==> config.mk <==
export PLATFORM = sky130hd
export DESIGN_NAME = wb_cmd_master_flat
export DESIGN_NICKNAME = d
export VERILOG_FILES = /design/src/rtl/wb_cmd_master_if.sv /design/src/rtl/wb_cmd_master.sv /design/src/flat_wrapper.sv
export SDC_FILE = /design/constraint.sdc
export NUM_CORES = 1
export LEC_CHECK = 0
export CORE_UTILIZATION = 45
export CTS_CLUSTER_DIAMETER = 80
export CTS_CLUSTER_SIZE = 40
export DETAILED_ROUTE_END_ITERATION = 6
export PLACE_DENSITY_LB_ADDON = 0.05
export SKIP_LAST_GASP = 1
export SYNTH_ARGS = -nofsm -noshare
export SYNTH_HDL_FRONTEND = slang
export SYNTH_SLANG_ARGS = --single-unit
export TNS_END_PERCENT = 20
==> constraint.sdc <==
create_clock -name clk -period 3.2 [get_ports clk]
set_input_delay 0.64 -clock clk [delete_from_list [all_inputs] [get_ports clk]]
set_output_delay 0.64 -clock clk [all_outputs]
set_load 0.05 [all_outputs]
==> src/rtl/wb_cmd_master_if.sv <==
// rtl/wb_cmd_master_if.sv - command/response and cyc/ack bus signals of the wb_cmd_master initiator
interface wb_cmd_master_if #(
  parameter int DW = 16,
  parameter int AW = 16
);
  logic [AW-1:0] cmd_addr;
  logic [DW-1:0] cmd_wdata;
  logic          cmd_we;
  logic          cmd_valid;
  logic          cmd_ready;

  logic [DW-1:0] rsp_rdata;
  logic          rsp_err;
  logic          rsp_valid;
  logic          rsp_ready;

  logic [AW-1:0] wb_addr;
  logic [DW-1:0] wb_wdata;
  logic          wb_we;
  logic [DW-1:0] wb_rdata;
  logic          wb_cyc;
  logic          wb_ack;

  modport master (
    input  cmd_addr, cmd_wdata, cmd_we, cmd_valid, rsp_ready, wb_rdata, wb_ack,
    output cmd_ready, rsp_rdata, rsp_err, rsp_valid, wb_addr, wb_wdata, wb_we, wb_cyc
  );

  modport slave (
    output cmd_addr, cmd_wdata, cmd_we, cmd_valid, rsp_ready, wb_rdata, wb_ack,
    input  cmd_ready, rsp_rdata, rsp_err, rsp_valid, wb_addr, wb_wdata, wb_we, wb_cyc
  );
endinterface

==> src/rtl/wb_cmd_master.sv <==
// rtl/wb_cmd_master.sv - single-outstanding cyc/ack bus initiator with timeout
module wb_cmd_master #(
  parameter int DW      = 16,
  parameter int AW      = 16,
  parameter int TIMEOUT = 255,
  parameter int TW      = 8
) (
  input  logic             clk,
  input  logic             rst_n,
  wb_cmd_master_if.master  bus
);
  localparam logic [1:0] S_IDLE = 2'd0;
  localparam logic [1:0] S_BUS  = 2'd1;
  localparam logic [1:0] S_RSP  = 2'd2;

  localparam logic [TW-1:0] TO_LOAD = TW'(TIMEOUT);
  localparam logic          TO_EN   = (TIMEOUT != 0);

  logic [1:0]    state, state_nxt;
  logic          run;
  logic [TW-1:0] cnt;
  logic [AW-1:0] addr_q;
  logic [DW-1:0] wdata_q;
  logic          we_q;
  logic [DW-1:0] rdata_q;
  logic          err_q;

  logic accept, ack_hit, timeout_hit, rsp_done;

  // run keeps cmd_ready low while reset is held, even though state is already IDLE
  assign accept      = run && (state == S_IDLE) && bus.cmd_valid;
  assign ack_hit     = (state == S_BUS) && bus.wb_ack;
  assign timeout_hit = (state == S_BUS) && !bus.wb_ack && TO_EN && (cnt == '0);
  assign rsp_done    = (state == S_RSP) && bus.rsp_ready;

  always_ff @(posedge clk or negedge rst_n) begin
    if (!rst_n) begin
      state <= S_IDLE;
    end else begin
      state <= state_nxt;
    end
  end

  always_comb begin
    state_nxt = state;
    case (state)
      S_IDLE: if (accept) state_nxt = S_BUS;
      S_BUS:  if (ack_hit || timeout_hit) state_nxt = S_RSP;
      S_RSP:  if (bus.rsp_ready) state_nxt = S_IDLE;
      default: state_nxt = S_IDLE;
    endcase
  end

  always_comb begin
    bus.cmd_ready = run && (state == S_IDLE);
    bus.wb_cyc    = (state == S_BUS);
    bus.rsp_valid = (state == S_RSP);
    bus.rsp_rdata = rdata_q;
    bus.rsp_err   = err_q;
    bus.wb_addr   = addr_q;
    bus.wb_wdata  = wdata_q;
    bus.wb_we     = we_q;
  end

  always_ff @(posedge clk or negedge rst_n) begin
    if (!rst_n) begin
      run     <= 1'b0;
      cnt     <= '0;
      addr_q  <= '0;
      wdata_q <= '0;
      we_q    <= 1'b0;
      rdata_q <= '0;
      err_q   <= 1'b0;
    end else begin
      run <= 1'b1;
      if (accept) begin
        addr_q  <= bus.cmd_addr;
        wdata_q <= bus.cmd_wdata;
        we_q    <= bus.cmd_we;
        cnt     <= TO_LOAD;
      end else if ((state == S_BUS) && (cnt != '0)) begin
        cnt <= cnt - 1'b1;
      end
      // ack takes priority over an expiring counter in the same cycle
      if (ack_hit) begin
        rdata_q <= we_q ? '0 : bus.wb_rdata;
        err_q   <= 1'b0;
      end else if (timeout_hit) begin
        rdata_q <= '0;
        err_q   <= 1'b1;
      end else if (rsp_done) begin
        rdata_q <= '0;
        err_q   <= 1'b0;
      end
    end
  end
endmodule

==> src/flat_wrapper.sv <==
// flat-port wrapper written by rule: the top's interface ports become plain ports
module wb_cmd_master_flat 
#(
  parameter int DW      = 16,
  parameter int AW      = 16,
  parameter int TIMEOUT = 255,
  parameter int TW      = 8
)
  (clk, rst_n, bus_cmd_addr, bus_cmd_wdata, bus_cmd_we, bus_cmd_valid, bus_rsp_ready, bus_wb_rdata, bus_wb_ack, bus_cmd_ready, bus_rsp_rdata, bus_rsp_err, bus_rsp_valid, bus_wb_addr, bus_wb_wdata, bus_wb_we, bus_wb_cyc);
  wb_cmd_master_if #(.DW(DW), .AW(AW)) bus_i ();
  input  logic clk;
  input  logic rst_n;
  input wire logic [$bits(bus_i.cmd_addr)-1:0] bus_cmd_addr;
  input wire logic [$bits(bus_i.cmd_wdata)-1:0] bus_cmd_wdata;
  input wire logic [$bits(bus_i.cmd_we)-1:0] bus_cmd_we;
  input wire logic [$bits(bus_i.cmd_valid)-1:0] bus_cmd_valid;
  input wire logic [$bits(bus_i.rsp_ready)-1:0] bus_rsp_ready;
  input wire logic [$bits(bus_i.wb_rdata)-1:0] bus_wb_rdata;
  input wire logic [$bits(bus_i.wb_ack)-1:0] bus_wb_ack;
  output wire logic [$bits(bus_i.cmd_ready)-1:0] bus_cmd_ready;
  output wire logic [$bits(bus_i.rsp_rdata)-1:0] bus_rsp_rdata;
  output wire logic [$bits(bus_i.rsp_err)-1:0] bus_rsp_err;
  output wire logic [$bits(bus_i.rsp_valid)-1:0] bus_rsp_valid;
  output wire logic [$bits(bus_i.wb_addr)-1:0] bus_wb_addr;
  output wire logic [$bits(bus_i.wb_wdata)-1:0] bus_wb_wdata;
  output wire logic [$bits(bus_i.wb_we)-1:0] bus_wb_we;
  output wire logic [$bits(bus_i.wb_cyc)-1:0] bus_wb_cyc;
  assign bus_i.cmd_addr = bus_cmd_addr;
  assign bus_i.cmd_wdata = bus_cmd_wdata;
  assign bus_i.cmd_we = bus_cmd_we;
  assign bus_i.cmd_valid = bus_cmd_valid;
  assign bus_i.rsp_ready = bus_rsp_ready;
  assign bus_i.wb_rdata = bus_wb_rdata;
  assign bus_i.wb_ack = bus_wb_ack;
  assign bus_cmd_ready = bus_i.cmd_ready;
  assign bus_rsp_rdata = bus_i.rsp_rdata;
  assign bus_rsp_err = bus_i.rsp_err;
  assign bus_rsp_valid = bus_i.rsp_valid;
  assign bus_wb_addr = bus_i.wb_addr;
  assign bus_wb_wdata = bus_i.wb_wdata;
  assign bus_wb_we = bus_i.wb_we;
  assign bus_wb_cyc = bus_i.wb_cyc;
  wb_cmd_master #(.DW(DW), .AW(AW), .TIMEOUT(TIMEOUT), .TW(TW)) u_core (.clk(clk), .rst_n(rst_n), .bus(bus_i));
endmodule
# After elaboration in Yosys (flattened, before gate mapping)
# Cells that the tools add are included.
[op_classes]
n_reduce_logical = 15
eq_ne = 5
mux = 13
n_addsub = 1
[ops]
columns = ["operator", "count"]
rows = [
  ["$mux 16", 4],
  ["$mux 8", 2],
  ["$logic_not 8->1", 1],
  ["$reduce_bool 8->1", 1],
  ["$sub 8x1->8 const B", 1],
  ["$logic_and 1x1->1", 7],
  ["$mux 2", 3],
  ["$pmux 2 s3", 1],
  ["$ne 2x1->1 const B", 2],
  ["$mux 1", 3],
  ["$reduce_and 3->1", 1],
  ["$reduce_bool 3->1", 1],
  ["$eq 2x1->1 const B", 1],
  ["$eq 2x2->1 const B", 1],
  ["$logic_not 2->1", 1],
  ["$ne 2x2->1 const B", 1],
  ["$reduce_bool 2->1", 1],
  ["$logic_not 1->1", 1],
  ["$logic_or 1x1->1", 1],
]
[word_totals]
ff_bits = 61
input_bits = 54
out_inout_bits = 53

# Longest topological paths before layout
[logic_depth]
word_depth = 6
ltp_mapped = 7

# Worst setup path before layout
# Ideal clock, no wire load.
[synth_timing]
kind = "flip-flop to flip-flop"
startpoint = "reg u_core.state[0]"
endpoint = "reg u_core.addr_q[0], in the netlist u_core.bus.wb_addr[0]"
setup_slack_ps = 609
setup_time_ps = 118
arrival_ps = 2473
synth_period_minus_slack_ps = 2591
required_time_ps = 3082
stages_incl_launch_ff = 6
path_cell_list = "dfrtp_1 -> nor3b_1 -> nand2_1 -> clkbuf_1 -> nand2_1 -> nand2_1"
[synth_via]
elab_chain_len = 3
[synth_rtl]
columns = ["element", "line_no", "source"]
rows = [
  ["start: declaration", "wb_cmd_master.sv:19", "logic [1:0] state, state_nxt;"],
  ["start signal: assignment", "wb_cmd_master.sv:40", "state <= state_nxt;"],
  ["$logic_not 2->1", "--", ""],
  ["$logic_and 1x1->1", "--", ""],
  ["named net bus_cmd_ready", "flat_wrapper.sv:20", "output wire logic [$bits(bus_i.cmd_ready)-1:0] bus_cmd_ready;"],
  ["$logic_and 1x1->1", "wb_cmd_master.sv:31", "assign accept = run && (state == S_IDLE) && bus.cmd_valid;"],
  ["end signal: assignment", "wb_cmd_master.sv:77", "addr_q <= bus.cmd_addr;"],
  ["end: declaration", "wb_cmd_master.sv:22", "logic [AW-1:0] addr_q;"],
]
# The timed path passes the listed nets, and every way through them passes these cells.
# A chain may end at the register's enable or synchronous reset.

# Worst setup path after layout
[layout_timing]
startpoint = "reg u_core.state[0]"
endpoint = "out bus_cmd_ready"
[layout_via]
elab_chain_len = 2
[layout_rtl]
columns = ["element", "line_no", "source"]
rows = [
  ["$logic_not 2->1", "wb_cmd_master.sv:55", "bus.cmd_ready = run && (state == S_IDLE);"],
  ["$logic_and 1x1->1", "wb_cmd_master.sv:55", ""],
  ["end: declaration", "flat_wrapper.sv:20", ""],
]
# Every way passes these cells.

==> flow_summary.json <==
{
  "outcome": "completed",
  "rsz0062_at_grt": "false",
  "ant_nets": 0,
  "ys_seq_area_share_pct": 62.2,
  "synth.top_cell.area_share_pct": 62.2,
  "slowest_delay_ps": 880,
  "layout.nets": 409,
  "vias": 2099,
  "netlist_top_cells_count": "nand2_1 (107), dfrtp_1 (61), a22o_1 (10)",
  "cts_buffers": 9,
  "gp_congestion": 0.747,
  "syn2layout_area_growth_pct": 53.7,
  "busiest_layer": "met2",
  "ir_drop_uv": 524,
  "crit_fanout": 5,
  "first_iter_violations": 94,
  "root_buffer": "clkbuf_8",
  "ys.flop_type": "dfrtp_1",
  "hpwl_mm": 4.12,
  "async_flop_share_pct": 100,
  "die_w_um": 75.9,
  "core_um2": 5170,
  "grt_max_degree": 48,
  "slew_violations": 0,
  "die_area_um2": 5750,
  "dr.pass1.iters": 4,
  "io_buffer_count": 106,
  "synth.area.top_cells": "dfrtp_1 (62%), nand2_1 (16%), a22o_1 (3.6%)",
  "grt_antenna_before_repair": 0,
  "start_util_pct": 47.5,
  "arrival_ps": 1990,
  "grt_remaining_overflow": 0,
  "met2_usage_pct": 35.3,
  "power_leakage_nw": 1.74,
  "ys_ff_latch": 61,
  "syn_nets": 297,
  "dp_cells": 412,
  "timing.fmax_mhz": 381,
  "synth_area_leader_cell": "dfrtp_1",
  "crit_path_start_kind": "flop",
  "use_met3_pct": 7.94,
  "clockBufferDepth": 2,
  "slew_headroom_pct": 30.9,
  "cts.hold.buffers_added": 0,
  "fp.dieH_um": 75.9,
  "grt_util_met1_pct": 27.9,
  "syn_area_um2": 2450,
  "cts_tree": "done",
  "cts.sinks": 61,
  "routedWlPerCell_um": 13.6,
  "hold_path.class": "reg -> reg",
  "syn_area_per_cell_um2": 10.2,
  "rows": 26,
  "drc": 0,
  "drive_gt1_share_pct": 8.94,
  "skew_ps": 4.87,
  "cap_violations": 0,
  "n_fill_cell": 404,
  "diodes": 0,
  "finalHoldViolations": 0,
  "syn_inst": 241,
  "endpoint_kind": "output port",
  "ioPinCount": 107,
  "tightest_slew_ps": 1030,
  "grt_usage_pct": 22.4,
  "p_per_area_nw_per_um2": 937,
  "wl_mm": 5.83,
  "grt_pass1_wl_mm": 9.31,
  "clk_latency_ps": 320,
  "fin_crit_sh_pct": 82.1,
  "critical_path_class": "reg -> out",
  "crit_chain": "nor3b_1 -> clkdlybuf4s50_1",
  "grt_pass1_vias": 2057,
  "cts.clk_slew.worst_paths_ps": 60,
  "post_cts_buffers": 0,
  "vias_per_cell": 4.90,
  "finalSetupTns_ps": 0,
  "synth_most_common_cell": "nand2_1",
  "crit_slowest_cell": "clkdlybuf4s50_1",
  "crit_required_ps": 2560,
  "htree_num_levels": 3,
  "p_total_w": 0.00354,
  "ys_types": 35,
  "synth-edff-count": 0,
  "cts_resized": 0,
  "setup_viol": 0,
  "final_cell_count_no_fill": 428,
  "yosys_warnings": 0,
  "fin_crit_ps": 2630
}
## layer usage
layer | vias to the layer above | share of wire (%)
met4 | 0 | 1.3
li1 | 1019 | -
met2 | 72 | 48
met5 | - | 0
met1 | 1000 | 44
met3 | 8 | 6.8
## worst paths after layout
check / from / to / slack, ps / depth (start not counted)
max: u_core.state[0] / bus_cmd_ready / 570 / 2
min reg2reg: u_core.bus.wb_addr[11] / u_core.bus.wb_addr[11] / 470 / 2
max in group asynchronous: rst_n / u_core.bus.rsp_rdata[6] / 2010 / 2
max reg2reg: u_core.state[0] / u_core.bus.wb_wdata[7] / 1240 / 5
min: u_core.bus.wb_addr[11] / u_core.bus.wb_addr[11] / 470 / 2
min in group asynchronous: rst_n / u_core.bus.rsp_err / 480 / 1
## report_power, final
part / switching (W) / total, W / internal (W)
sequential: 0.000159 / 0.00118 / 0.00102
combinational: 0.00115 / 0.00175 / 0.000603
clock: 0.000283 / 0.000602 / 0.000319
## cells by family after synthesis
kind of cell,Yosys count,share of synthesized area (%)
XOR/XNOR,1,0.357
AND/OR/NAND/NOR,131,21.9
flip-flops,61,62.2
AO/OA/AOI/OAI,28,10.3
multiplexers,4,1.63
buffers and inverters,13,2.45
other,1,0.153
adder cells (fa/ha/maj),2,1.02
## state kept, by name, summed over array words and instances (netlist names)
register	cells
u_core.bus.rsp_rdata	16
u_core.bus.wb_we	1
u_core.cnt	8
u_core.state	2
u_core.bus.wb_addr	16
u_core.bus.rsp_err	1
u_core.run	1
u_core.bus.wb_wdata	16
## worst max-delay path: cells and delay by family (launching register included)
| family | cells | cell delay, ps |
|---|---|---|
| buf+inv | 1 | 880 |
| flops | 1 | 420 |
| simple gates | 1 | 360 |
## through the flow
stage / setup WS [ps] / util, % / instance area (um^2) / hold WS, ps
6_report: 573 / 73.0 / 3770 / 471
5_1_grt: 481 / 73.0 / 3770 / 494
4_1_cts: 554 / 73.0 / 3770 / 477
3_5_place_dp: 870 / 69.5 / 3600 / 462
3_3_place_gp: 903 / 69.5 / 3600 / 456
2_1_floorplan: 609 / - / 2450 / 344
## final cells by class
type / count / area, um^2 / area share [%]
Clock buffer: 12 / 155 / 4.11
Clock inverter: 4 / 22.5 / 0.597
Inverter: 4 / 15.0 / 0.398
Multi-Input combinational cell: 167 / 868 / 23.0
Sequential cell: 61 / 1530 / 40.5
Tap cell: 70 / 87.6 / 2.32
Timing Repair Buffer: 110 / 1100 / 29.1
## cell usage in the layout, fill, tap and decap left out, types with 4 or more instances in the layout
master	n
a22o_1	10
a22o_2	6
clkbuf_8	11
clkdlybuf4s50_1	105
dfrtp_1	61
mux2i_1	4
nand2_1	107
nor2_1	9
Note: power is estimated with default switching activity, not from simulation.
